$ cat src/rtl/demod_mode_sched.sv
// Automatic AM/ASK/FM mode controller: windowed envelope statistics, confirmed
// classification and a muted, debounced mode-select switch sequence.
module demod_mode_sched #(
  parameter int WIN_LEN    = 1024,
  parameter int SIG_THR    = 16,
  parameter int FLAT_THR   = 24,
  parameter int CONFIRM    = 3,
  parameter int MUTE_CYC   = 16,
  parameter int SETTLE_MAX = 4096
) (
  input  logic       sys_clk,
  input  logic       sys_rst_n,
  input  logic       env_valid,
  input  logic [7:0] env_data,
  input  logic       manual_en,
  input  logic [1:0] manual_mode,
  input  logic       dp_ready,
  output logic [1:0] mode_select,
  output logic       mute,
  output logic       mode_valid,
  output logic [3:0] status_led
);

  localparam int CW  = $clog2(WIN_LEN) + 1;
  localparam int CFW = $clog2(CONFIRM + 1);
  localparam int MW  = $clog2(MUTE_CYC + 1);
  localparam int SW  = $clog2(SETTLE_MAX + 1);

  localparam logic [CW-1:0]  WIN_LAST    = CW'(WIN_LEN - 1);
  localparam logic [CW-1:0]  WIN_QUARTER = CW'(WIN_LEN / 4);
  localparam logic [CFW-1:0] CONF_N      = CFW'(CONFIRM);
  localparam logic [MW-1:0]  MUTE_LAST   = MW'(MUTE_CYC - 1);
  localparam logic [SW-1:0]  SETTLE_LAST = SW'(SETTLE_MAX - 1);
  localparam logic [7:0]     SIG_T       = 8'(SIG_THR);
  localparam logic [7:0]     FLAT_T      = 8'(FLAT_THR);

  localparam logic [1:0] MODE_AM  = 2'b00;
  localparam logic [1:0] MODE_ASK = 2'b01;
  localparam logic [1:0] MODE_FM  = 2'b10;

  typedef enum logic [2:0] {
    ST_MEASURE,
    ST_EVAL,
    ST_MUTE,
    ST_SWITCH,
    ST_SETTLE
  } state_t;

  state_t          state, state_nxt;
  logic [CW-1:0]   smp_cnt, mid_cnt;
  logic [7:0]      win_max, win_min;
  logic [7:0]      band_lo, band_hi;
  logic            band_valid;
  logic [1:0]      cand_prev;
  logic [CFW-1:0]  confirm_cnt;
  logic [1:0]      target;
  logic [MW-1:0]   mute_cnt;
  logic [SW-1:0]   settle_cnt;
  logic            sig_present, timeout_flag;
  logic            manual_en_q;

  // Combinational decisions shared by the FSM and the datapath registers.
  logic [7:0]     depth, quarter;
  logic           sig_ok, has_cand, man_fall, man_req, in_ctrl;
  logic [1:0]     cand;
  logic [CFW-1:0] conf_inc;
  logic           eval_cls, switch_now, go_mute, settle_done;
  logic           win_clr, band_clr, acc_en;

  always_comb begin
    // NOTE: every signal gets a default first so no path leaves it unassigned (no latch).
    depth    = win_max - win_min;
    quarter  = depth >> 2;
    sig_ok   = (win_max >= SIG_T);
    has_cand = 1'b1;
    cand     = mode_select;
    if (sig_ok) begin
      if (depth < FLAT_T)         cand = MODE_FM;
      else if (!band_valid)       has_cand = 1'b0;
      else if (mid_cnt < WIN_QUARTER) cand = MODE_ASK;
      else                        cand = MODE_AM;
    end
    conf_inc = (cand == cand_prev) ? confirm_cnt + 1'b1 : CFW'(1);

    in_ctrl     = (state == ST_MEASURE) || (state == ST_EVAL);
    man_fall    = manual_en_q && !manual_en;
    man_req     = manual_en && (manual_mode != mode_select);
    eval_cls    = (state == ST_EVAL) && !manual_en;
    switch_now  = eval_cls && has_cand && (cand != mode_select) && (conf_inc == CONF_N);
    go_mute     = (in_ctrl && man_req) || switch_now;
    settle_done = (state == ST_SETTLE) && (dp_ready || settle_cnt == SETTLE_LAST);

    band_clr = ((state == ST_MEASURE) && man_fall) || settle_done;
    win_clr  = band_clr || (state == ST_EVAL);
    acc_en   = (state == ST_MEASURE) && !manual_en && !man_fall && env_valid;
  end

  always_comb begin
    state_nxt = state;
    case (state)
      ST_MEASURE: begin
        if (go_mute) state_nxt = ST_MUTE;
        else if (acc_en && smp_cnt == WIN_LAST) state_nxt = ST_EVAL;
      end
      ST_EVAL:   state_nxt = go_mute ? ST_MUTE : ST_MEASURE;
      ST_MUTE:   if (mute_cnt == MUTE_LAST) state_nxt = ST_SWITCH;
      ST_SWITCH: state_nxt = ST_SETTLE;
      ST_SETTLE: if (settle_done) state_nxt = ST_MEASURE;
      default:   state_nxt = ST_MEASURE;
    endcase
  end

  // NOTE: all clocked state uses non-blocking assignments so every register samples pre-edge values.
  always_ff @(posedge sys_clk or negedge sys_rst_n) begin
    if (!sys_rst_n) state <= ST_MEASURE;
    else            state <= state_nxt;
  end

  // Window statistics; min starts at all-ones so the first sample always loads it.
  always_ff @(posedge sys_clk or negedge sys_rst_n) begin
    if (!sys_rst_n) begin
      smp_cnt <= '0;
      mid_cnt <= '0;
      win_max <= '0;
      win_min <= '1;
    end else if (win_clr) begin
      smp_cnt <= '0;
      mid_cnt <= '0;
      win_max <= '0;
      win_min <= '1;
    end else if (acc_en) begin
      smp_cnt <= smp_cnt + 1'b1;
      if (env_data > win_max) win_max <= env_data;
      if (env_data < win_min) win_min <= env_data;
      if (band_valid && env_data >= band_lo && env_data <= band_hi)
        mid_cnt <= mid_cnt + 1'b1;
    end
  end

  always_ff @(posedge sys_clk or negedge sys_rst_n) begin
    if (!sys_rst_n) begin
      band_lo     <= '0;
      band_hi     <= '0;
      band_valid  <= 1'b0;
      cand_prev   <= MODE_AM;
      confirm_cnt <= '0;
      sig_present <= 1'b0;
      manual_en_q <= 1'b0;
    end else begin
      manual_en_q <= manual_en;
      if (band_clr) begin
        band_valid  <= 1'b0;
        confirm_cnt <= '0;
      end else if (eval_cls) begin
        band_lo     <= win_min + quarter;
        band_hi     <= win_max - quarter;
        band_valid  <= 1'b1;
        sig_present <= sig_ok;
        if (has_cand) begin
          cand_prev   <= cand;
          confirm_cnt <= (cand == mode_select) ? '0 : conf_inc;
        end
      end
    end
  end

  // Switch sequence: mode_select is presented during SWITCH, mute drops the clock after SETTLE exits.
  always_ff @(posedge sys_clk or negedge sys_rst_n) begin
    if (!sys_rst_n) begin
      target       <= MODE_AM;
      mode_select  <= MODE_AM;
      mode_valid   <= 1'b0;
      mute         <= 1'b0;
      mute_cnt     <= '0;
      settle_cnt   <= '0;
      timeout_flag <= 1'b0;
    end else begin
      if (in_ctrl && manual_en && !man_req && !mode_valid) mode_valid <= 1'b1;
      if (go_mute) begin
        target   <= man_req ? manual_mode : cand;
        mute     <= 1'b1;
        mute_cnt <= '0;
      end
      case (state)
        ST_MUTE: begin
          mute_cnt <= mute_cnt + 1'b1;
          if (mute_cnt == MUTE_LAST) begin
            mode_select <= target;
            mode_valid  <= 1'b1;
          end
        end
        ST_SWITCH: settle_cnt <= '0;
        ST_SETTLE: begin
          settle_cnt <= settle_cnt + 1'b1;
          if (settle_done) begin
            mute <= 1'b0;
            if (!dp_ready) timeout_flag <= 1'b1;
          end
        end
        default: ;
      endcase
    end
  end

  assign status_led = {timeout_flag, sig_present, mode_select};

endmodule

$ cat config.mk
export PLATFORM = sky130hd
export DESIGN_NAME = demod_mode_sched
export DESIGN_NICKNAME = d
export VERILOG_FILES = /design/src/rtl/demod_mode_sched.sv
export SDC_FILE = /design/constraint.sdc
export NUM_CORES = 1
export LEC_CHECK = 0
export BUFFER_PORTS_ARGS = -buffer_cell sky130_fd_sc_hd__clkbuf_2
export CORE_MARGIN = 2
export CORE_UTILIZATION = 50
export CTS_CLUSTER_DIAMETER = 80
export CTS_CLUSTER_SIZE = 24
export DETAILED_ROUTE_END_ITERATION = 8
export GPL_ROUTABILITY_DRIVEN = 0
export PLACE_DENSITY = 0.68
export REMOVE_ABC_BUFFERS = 1
export SLEW_MARGIN = 20
export SYNTH_ARGS = -nofsm -noshare
export SYNTH_HDL_FRONTEND = slang
export SYNTH_SLANG_ARGS = --single-unit
$ cat constraint.sdc
create_clock -name sys_clk -period 5.7 [get_ports sys_clk]
set_input_delay 1.14 -clock sys_clk [delete_from_list [all_inputs] [get_ports sys_clk]]
set_output_delay 1.14 -clock sys_clk [all_outputs]
set_load 0.05 [all_outputs]
==> results of run 1 <==
==> layer usage <==
| layer | vias to the layer above | global-route usage, % |
|---|---|---|
| met5 | - | 0 |
| met4 | 0 | 6.42 |
| met3 | 19 | 4.91 |
| met2 | 74 | 34.3 |
| met1 | 2224 | 30.0 |
| li1 | 2285 | - |
==> tightest hold or removal path, cell delays in order (launching register included) <==
cell and delay, ps:
dfrtp_1 340, nand2_1 50, o21ai_0 60
==> power by group through the flow <==
stage	registers (µW)	logic, µW	clock network [µW]
finish	960	2160	605
global placement	961	2090	0
CTS	957	2150	615
floorplan	971	1650	0
global route	986	2430	639
detailed placement	966	2140	0
==> per-stage QoR <==
| step | power [µW] | hold slack (ps) | cells | instance area (µm²) |
|---|---|---|---|---|
| 3_3_place_gp | 3050 | 458 | 782 | 6090 |
| 6_report | 3730 | 478 | 797 | 6380 |
| 4_1_cts | 3720 | 484 | 797 | 6380 |
| 5_1_grt | 4050 | 503 | 797 | 6380 |
| 2_1_floorplan | 2620 | 448 | 615 | 5780 |
| 3_5_place_dp | 3100 | 466 | 782 | 6090 |
==> Yosys cell counts, drive strengths merged, types with 12 or more instances <==
| library cell | instances |
|---|---|
| a21o | 20 |
| a21oi | 25 |
| clkbuf | 14 |
| dfrtp | 81 |
| ha | 53 |
| inv | 44 |
| mux2i | 19 |
| nand2 | 65 |
| nand2b | 15 |
| nand3 | 38 |
| nand4 | 13 |
| nor2 | 39 |
| o21ai | 52 |
| xnor2 | 21 |
| xor2 | 12 |
==> area by class of cell <==
cell class,instances,area [µm²]
clock buffer,11,243
clock inverter,4,51.3
timing repair buffer,24,128
inverter,44,165
tap,143,179
multi-input combinational,482,3380
sequential,89,2240
fill,1002,5040
==> cell families after synthesis <==
kind of cell               synth area share (%)
adders and majority gates                  12.1
AOI/OAI and AO/OA                          16.9
DFF                                        38.1
buffers and inverters                      4.41
xor gates and xnor gates                   4.92
and+or+nand+nor                            19.0
muxes                                      4.54
==> final timing paths <==
path | endpoint | from | cells after the start | slack (ps)
max | band_hi[7] | win_min[1] | 14 | 1960
max reg2reg | band_hi[7] | win_min[1] | 14 | 1960
min | sig_present | sig_present | 2 | 480
min reg2reg | sig_present | sig_present | 2 | 480
min in group asynchronous | band_lo[1] | sys_rst_n | 1 | 760
max in group asynchronous | settle_cnt[7] | sys_rst_n | 2 | 3880
==> state kept, by name (all words and copies together) (netlist names), 2 cells and up <==
register / count
win_min: 8
mute_cnt: 5
settle_cnt: 13
mode_select: 2
state: 3
target: 2
smp_cnt: 11
band_lo: 8
cand_prev: 2
confirm_cnt: 2
band_hi: 8
win_max: 8
mid_cnt: 11
==> impl_metrics.tcl, run 1 <==
set metrics [dict create \
    synth_top_cell_by_area "dfrtp_1" \
    rsz0062_at_grt "false" \
    crit_required_ps 5910 \
    nets 720 \
    relSlewSlack_pct 32.9 \
    grt_max_degree 55 \
    drtIter0Drc 175 \
    crit_type "reg -> reg" \
    cpPeakStageDelay_ps 540 \
    slew_violations 0 \
    post_drt_wl_per_cell_um 15.9 \
    grt_pass1_wl_um 22100 \
    cp_top_family "compound AO/OA/AOI/OAI gates" \
    first_pass_iters 4 \
    async_reset_ff_share_pct 100 \
    yosys_warnings 0 \
    synth_edf_count 0 \
    grt_usage_pct 21.7 \
    pwr-share-clk_pct 16.2 \
    cts_resized 0 \
    synth_area_mm2 0.00587 \
    cts_made_buffers 9 \
    drt-total-wl_um 12700 \
    p_leak_uw 0.00308 \
    core_area_mm2 0.0114 \
    htree_levels 3 \
    fp.dieArea_mm2 0.0126 \
    synth_area_per_cell_um2 9.23 \
    synth-seq-cells 89 \
    critPathArrivalTime_ps 3940 \
    num_rows 39 \
    worstPathMaxFanout 6 \
    dr_wl_met3_um 411 \
    syn_inst 636 \
    finalSetupViolations 0 \
    cts_tree "done" \
    crit_path_start_kind "flop" \
    postCtsSetupBuffers 0 \
    worstSkewPairLatency_ps 350 \
    worst_slew_pin_slew_ps 1000 \
    seq_area_frac_synth_pct 38.1 \
    hpwlAfterDp_um 9380 \
    run_status "completed" \
    initial_core_util_pct 51.4 \
    antenna_found_initial 0 \
    grt_remaining_overflow 0 \
    swShare_pct 43.2 \
    met2WireLength_um 5670 \
    drive_gt1_share_pct 10.2 \
    cts.sinks 89 \
    clk_path_buf_depth 2 \
    hold_violations 0 \
    layout_setup_ws_ps 1960 \
    fmax_mhz 268 \
    finish.utilization_pct 55.9 \
    final.min_clock_period_ps 3740 \
    synthDistinctLibCells 67 \
    combPwrFrac_pct 58.0 \
    sequentialPowerShare_pct 25.8 \
    cts_root_buffer "clkbuf_16" \
    crit_chain "inv_1 > ha_1 > a211o_1 > a21oi_1 > inv_1 > ha_1 > nor2b_1 > o21ai_0 > nand2b_1 > a21o_1 > a21o_1 > a211oi_1 > xnor2_1 > o21ai_0" \
    via_per_inst 5.77 \
    diodes 0 \
    ant_nets 0 \
    drc 0 \
    dp_slack_ps 1990 \
    synth_top_area_share_pct 34.5 \
    die_y_um 112 \
    p_int_uw 2120 \
    wl_met1_um 6320 \
    topRoutingLayerUsed "met4" \
    die_x_um 112 \
    grt_pass1_vias 4651 \
    routed-via-count 4602 \
    final_common_cell "dfrtp_1" \
    ys_top_cells_by_area "dfrtp_1, ha_1, o21ai_0" \
    port_buffers 22 \
    final_cell_mix "dfrtp_1, nand2_1, ha_1" \
    setup_tns_ps 0 \
    fin_crit_sh_pct 65.6 \
    cap_violations 0 \
    p_per_area_mw_per_mm2 584 \
    p_sw_uw 1610 \
    syn2layout_area_growth_pct 8.63 \
    worst_setup_path_end_kind "flop" \
    ctsHoldBuffers 0 \
    synth_ff_type "dfrtp_1" \
    io_pins 23 \
    crit_buf_inv 2 \
    clk_pin_slew_ps 70 \
    worst_path_max_delay_cell "dfstp_2" \
    min_path_type "reg -> reg" \
    max-vdd-ir-drop_mv 0.390 \
    fin_skew_ps 11.5 \
]
Note: power is estimated with default switching activity, not from simulation.
==> run 2, diff against run 1 <==
Settings changed: ABC_AREA set to 1.
Clock period 5.7 ns to 3.5 ns, I/O delays scaled along.
==> run 2 against run 1 <==
Net effect: combinational power rose by 66%; sequential cell count did not move; via count rose by 6.8%; non-clock buffer count rose by 3; global-route usage rose by 0.82 points; power rose by 68%; critical path depth rose by 4; fmax rose by 20%; worst setup slack got worse by 1600 ps; worst hold slack got worse by 140 ps; critical path type unchanged; largest cell class unchanged.
==> impl_metrics.tcl, run 2 <==
set metrics [dict create \
    max-vdd-ir-drop_mv 0.507 \
    via_per_inst 5.33 \
    setup_tns_ps 0 \
    reg2reg_depth 18 \
    clk_path_buf_depth 2 \
    synthDistinctLibCells 49 \
    synth_edf_count 0 \
    hpwlAfterDp_um 9880 \
    cts.sinks 89 \
    crit_path_start_kind "flop" \
    worstPathMaxFanout 4 \
    synth_area_mm2 0.00591 \
    crit_chain "inv_1 > ha_1 > nand2_1 > inv_1 > nand2_1 > nand2_1 > nand2_1 > nand2_1 > inv_1 > ha_1 > nand2_1 > o21ai_0 > a21oi_1 > o21bai_1 > nand2_1 > nand3_1 > xor2_1 > o21ai_0" \
    min_path_type "in -> async" \
    nets 844 \
    port_buffers 22 \
    synth_ff_type "dfrtp_1" \
    synth_area_per_cell_um2 7.88 \
    worst_slew_pin_slew_ps 801 \
    htree_levels 3 \
    cts_made_buffers 9 \
    cpPeakStageDelay_ps 550 \
    worst_setup_path_end_kind "flop" \
    grt_pass1_wl_um 23200 \
    slew_violations 0 \
    fin_skew_ps 7.95 \
    final_cell_mix "nand2_1, inv_1, dfrtp_1" \
    crit_required_ps 3690 \
    crit_type "reg -> reg" \
    drt-total-wl_um 13200 \
    synth.top_cells.by_count "nand2_1, inv_1, dfrtp_1" \
    diodes 0 \
    clk_pin_slew_ps 70 \
    synth_top_area_share_pct 34.3 \
    grt_max_degree 51 \
    initial_core_util_pct 51.5 \
    drive_gt1_share_pct 11.3 \
    p_per_area_mw_per_mm2 967 \
    final.min_clock_period_ps 3110 \
    p_leak_uw 0.00317 \
    cts_tree "done" \
    drtIter0Drc 340 \
    drc 0 \
    largest_reg_flops 13 \
    grt_remaining_overflow 0 \
    run_status "completed" \
    ant_nets 0 \
    dp_slack_ps 456 \
    crit_top_cell "nand2_1" \
    cap_violations 0 \
    fin_crit_sh_pct 88.7 \
    layout_setup_ws_ps 394 \
    synth-seq-cells 89 \
    top_register "settle_cnt" \
    worstReg2RegEnd "band_hi[7]" \
    synth_most_common_cell "nand2_1" \
    relSlewSlack_pct 46.2 \
    post_drt_wl_per_cell_um 14.3 \
    yosys_warnings 0 \
    first_pass_iters 5 \
    r2r_setup_slack_ps 390 \
    routed-via-count 4913 \
    core_area_mm2 0.0115 \
    die_x_um 113 \
    fmax_mhz 322 \
    hold_violations 0 \
    reg_top3 "settle_cnt: 13 flops, mid_cnt: 11 flops, smp_cnt: 11 flops" \
    io_pins 23 \
    num_rows 39 \
    grt_pass1_vias 4852 \
    regToRegStartpoint "win_min[2]" \
    fp.dieArea_mm2 0.0127 \
    rsz0062_at_grt "false" \
    grt_usage_pct 22.5 \
    critPathArrivalTime_ps 3300 \
    ys_top_cells_by_area "dfrtp_1, ha_1, nand2_1" \
    async_reset_ff_share_pct 100 \
    syn_inst 750 \
    die_y_um 113 \
    worst_path_max_delay_cell "dfstp_2" \
    antenna_found_initial 0 \
    seq_area_frac_synth_pct 37.9 \
    finalSetupViolations 0 \
    final_common_cell "nand2_1" \
    worstSkewPairLatency_ps 340 \
    synth_top_cell_by_area "dfrtp_1" \
    syn2layout_area_growth_pct 9.78 \
    cts_root_buffer "clkbuf_16" \
]
run 2: worst max-delay path, delay by kind of cell (launching register included):
kind,cells,cell delay [ps]
AOI/OAI and AO/OA,4,670
xor gates and xnor gates,1,140
adders and majority gates,2,650
buffers and inverters,3,260
DFF,1,550
and+or+nand+nor,8,690
run 2: layout make-up:
type	instances	area, µm²
clock inverter	4	73.8
fill	1033	4980
clock buffer	12	267
inverter	126	473
timing repair buffer	27	163
tap	143	179
sequential	89	2240
multi-input combinational	521	3090
run 2: cell families (layout without fill, tap and decap cells):
kind of cell / count (synthesis) / after routing / share of synthesized area, %
AND/OR/NAND/NOR: 298 / 298 / 23.6
AO/OA/AOI/OAI: 149 / 149 / 14.0
buffers and inverters: 140 / 169 / 9.85
flip-flops: 89 / 89 / 37.9
adder cells (fa/ha/maj): 55 / 55 / 11.9
XOR/XNOR: 19 / 19 / 2.82
run 2: repair_timing:
item,CTS,global route
hold buffers,0,0
buffers inserted,0,0
resized for setup,0,1
setup endpoints to repair,0,1
run 2: how the worst max path moves through the flow:
stage / cells after the start / endpoint / slack, ps / startpoint
2_1_floorplan: 17 / win_min[1] / 620 / settle_cnt[0]
3_3_place_gp: 11 / mid_cnt[3] / 520 / env_data[5]
3_5_place_dp: 21 / band_lo[7] / 460 / win_min[2]
4_1_cts: 18 / band_hi[7] / 410 / win_min[2]
5_1_grt: 18 / band_hi[7] / 40 / win_min[2]
6_report: 18 / band_hi[7] / 390 / win_min[2]
run 2: per-layer routing:
layer | wire length [µm] | share of wire, % | track usage, % | vias up
met4 | 193 | 1.5 | 6.18 | 0
met1 | 6400 | 49 | 30.8 | 2322
li1 | - | - | - | 2506
met3 | 394 | 3.0 | 4.07 | 15
met5 | 0 | 0 | 0 | -
met2 | 6190 | 47 | 37.0 | 70
run 2: per-stage QoR:
step                cell area [µm²]  utilization (%)  hold slack (ps)  power [µW]  std cells
floorplan                      5800                -              404        4220        736
global placement               6140             53.6              455        5010        906
detailed placement             6140             53.6              460        5100        906
CTS                            6480             56.5              355        6250        922
global route                   6490             56.6              373        6880        922
finish                         6490             56.6              339        6270        922
run 2: power by group:
group | switching, µW | leakage, µW | internal [µW]
registers | 219 | 0.00115 | 1380
clock network | 407 | 0.000169 | 684
logic | 2290 | 0.00185 | 1290
total | 2920 | 0.00317 | 3350
==> run 3, diff against run 2 <==
Settings changed: ABC_AREA 1 to 0.
==> run 3 against run 2 <==
Net effect: largest power group unchanged; sequential cell count unchanged; worst setup slack worse by 260 ps; fmax down 7.7%; power down 0.50%; cell count down 12%; non-clock buffer count up 10; routed wire length down 0.74%; design area up 0.60%; register-to-register slack worse by 260 ps; die area down 0.57%; critical path depth down 8; clock power down 9%.
==> impl_metrics.tcl, run 3 (synthesis results as in run 1) <==
set metrics [dict create \
    run_status "completed" \
    relSlewSlack_pct 44.2 \
    dp_slack_ps 13.5 \
    grt_remaining_overflow 0 \
    cpPeakStageDelay_ps 550 \
    slew_violations 0 \
    grt_max_degree 62 \
    drtIter0Drc 260 \
    antenna_found_initial 0 \
    diodes 0 \
    routed-via-count 4678 \
    crit_required_ps 3750 \
    first_pass_iters 4 \
    worst_setup_path_end_kind "flop" \
    worst_path_max_delay_cell "dfstp_2" \
    drc 0 \
    max-vdd-ir-drop_mv 0.504 \
    grt_pass1_wl_um 22600 \
    largest_reg_flops 13 \
    final.min_clock_period_ps 3370 \
    hold_violations 0 \
    setup_tns_ps 0 \
    clk_pin_slew_ps 70 \
    p_per_area_mw_per_mm2 956 \
    dp_cells 793 \
    cts_made_buffers 9 \
    hpwlAfterDp_um 9620 \
    clk_path_buf_depth 2 \
    min_path_type "in -> async" \
    r2r_setup_slack_ps 130 \
    crit_type "reg -> reg" \
    fin_crit_sh_pct 96.2 \
    ant_nets 0 \
    post_drt_wl_per_cell_um 16.1 \
    grt_pass1_vias 4670 \
    num-fill-cells 1010 \
    multi_input_area_mm2 0.00342 \
    drt-total-wl_um 13100 \
    die_y_um 112 \
    layout_setup_ws_ps 134 \
    initial_core_util_pct 51.4 \
    crit_path_start_kind "flop" \
    fp.dieArea_mm2 0.0126 \
    nets 733 \
    crit_chain "inv_1 > ha_1 > o21a_1 > and3_1 > a2111o_1 > a221oi_4 > nand2_4 > mux2i_4 > o31ai_4 > mux2_4" \
    cts.sinks 89 \
    port_buffers 22 \
    die_x_um 112 \
    p_total_uw 6240 \
    top_register "settle_cnt" \
    cts_root_buffer "clkbuf_16" \
    grt_usage_pct 22.3 \
    syn2layout_area_growth_pct 11.1 \
    worst_slew_pin_slew_ps 831 \
    cts_tree "done" \
    finalSetupViolations 0 \
    worstSkewPairLatency_ps 360 \
    p_leak_uw 0.00314 \
    fmax_mhz 297 \
    io_pins 23 \
    reg_top3 "settle_cnt: 13 flops, mid_cnt: 11 flops, smp_cnt: 11 flops" \
    final_cell_count_no_fill 811 \
    whs_ps 420 \
    rsz0062_at_grt "false" \
    critPathArrivalTime_ps 3610 \
    final_common_cell "dfrtp_1" \
    fin_skew_ps 9.43 \
    ctsHoldBuffers 0 \
    worstPathMaxFanout 6 \
    register_area_mm2 0.00224 \
    via_per_inst 5.77 \
    num_rows 39 \
    htree_levels 3 \
    final_cell_mix "dfrtp_1, nand2_1, ha_1" \
    core_area_mm2 0.0114 \
    drive_gt1_share_pct 13.0 \
    cap_violations 0 \
]
-- run 3: cell count changes in the layout (fill, tap and decap cells not counted), moves of 11 or more --
cell      delta
nand2_1     -95
inv_1       -80
o21ai_0     -27
a21o_1      +19
a21oi_1     -18
mux2i_1     +18
xnor2_1     +15
nand2b_1    +14
nor3_1      -13
buf_4       +11
nor2b_1     +11
-- run 3: where the power goes --
group	switching (µW)	leakage, µW	internal (µW)
logic	1970	0.00186	1700
registers	257	0.00114	1310
clock network	434	0.000138	560
-- run 3: worst paths after layout --
check / startpoint / endpoint / cells past startpoint
min in group sys_clk: timeout_flag / timeout_flag / 1
worst max register to register: win_min[2] / target[1] / 10
worst min register to register: timeout_flag / timeout_flag / 1
worst max-delay path: win_min[2] / target[1] / 10
max in group asynchronous: sys_rst_n / band_lo[5] / 2
worst min-delay path: sys_rst_n / mid_cnt[6] / 1
-- run 3: what timing repair did --
action                                  CTS  global route
gates resized for setup                   1             8
setup buffers                             0             2
pin swaps                                 0             3
endpoints found under the setup margin    1             7
hold endpoints to repair                  0             0
-- run 3: stage by stage --
step | util [%] | instance area, µm²
finish | 57.1 | 6530
detailed placement | 54.0 | 6170
CTS | 56.7 | 6470
global route | 57.1 | 6530
global placement | 54.0 | 6170
floorplan | - | 5780
-- run 3: routing by layer --
| layer | up-vias | track usage [%] | share of wire, % |
|---|---|---|---|
| li1 | 2306 | - | - |
| met1 | 2279 | 30.8 | 49 |
| met2 | 72 | 34.6 | 45 |
| met3 | 21 | 4.21 | 3.6 |
| met4 | 0 | 9.43 | 2.1 |
| met5 | - | 0 | 0 |
-- run 3: critical path: cells and delay by family (launching register included) --
kind,cells,cell delay [ps]
buffers and inverters,1,70
AOI/OAI and AO/OA,4,1350
adders and majority gates,1,340
DFF,1,550
and+or+nand+nor,2,380
muxes,2,560
-- run 3: layout make-up --
| type | count | share of cell area (%) |
|---|---|---|
| Tap cell | 143 | 2.74 |
| Timing Repair Buffer | 37 | 3.45 |
| Clock inverter | 5 | 0.997 |
| Multi-Input combinational cell | 482 | 52.4 |
| Clock buffer | 11 | 3.57 |
| Sequential cell | 89 | 34.3 |
| Inverter | 44 | 2.53 |
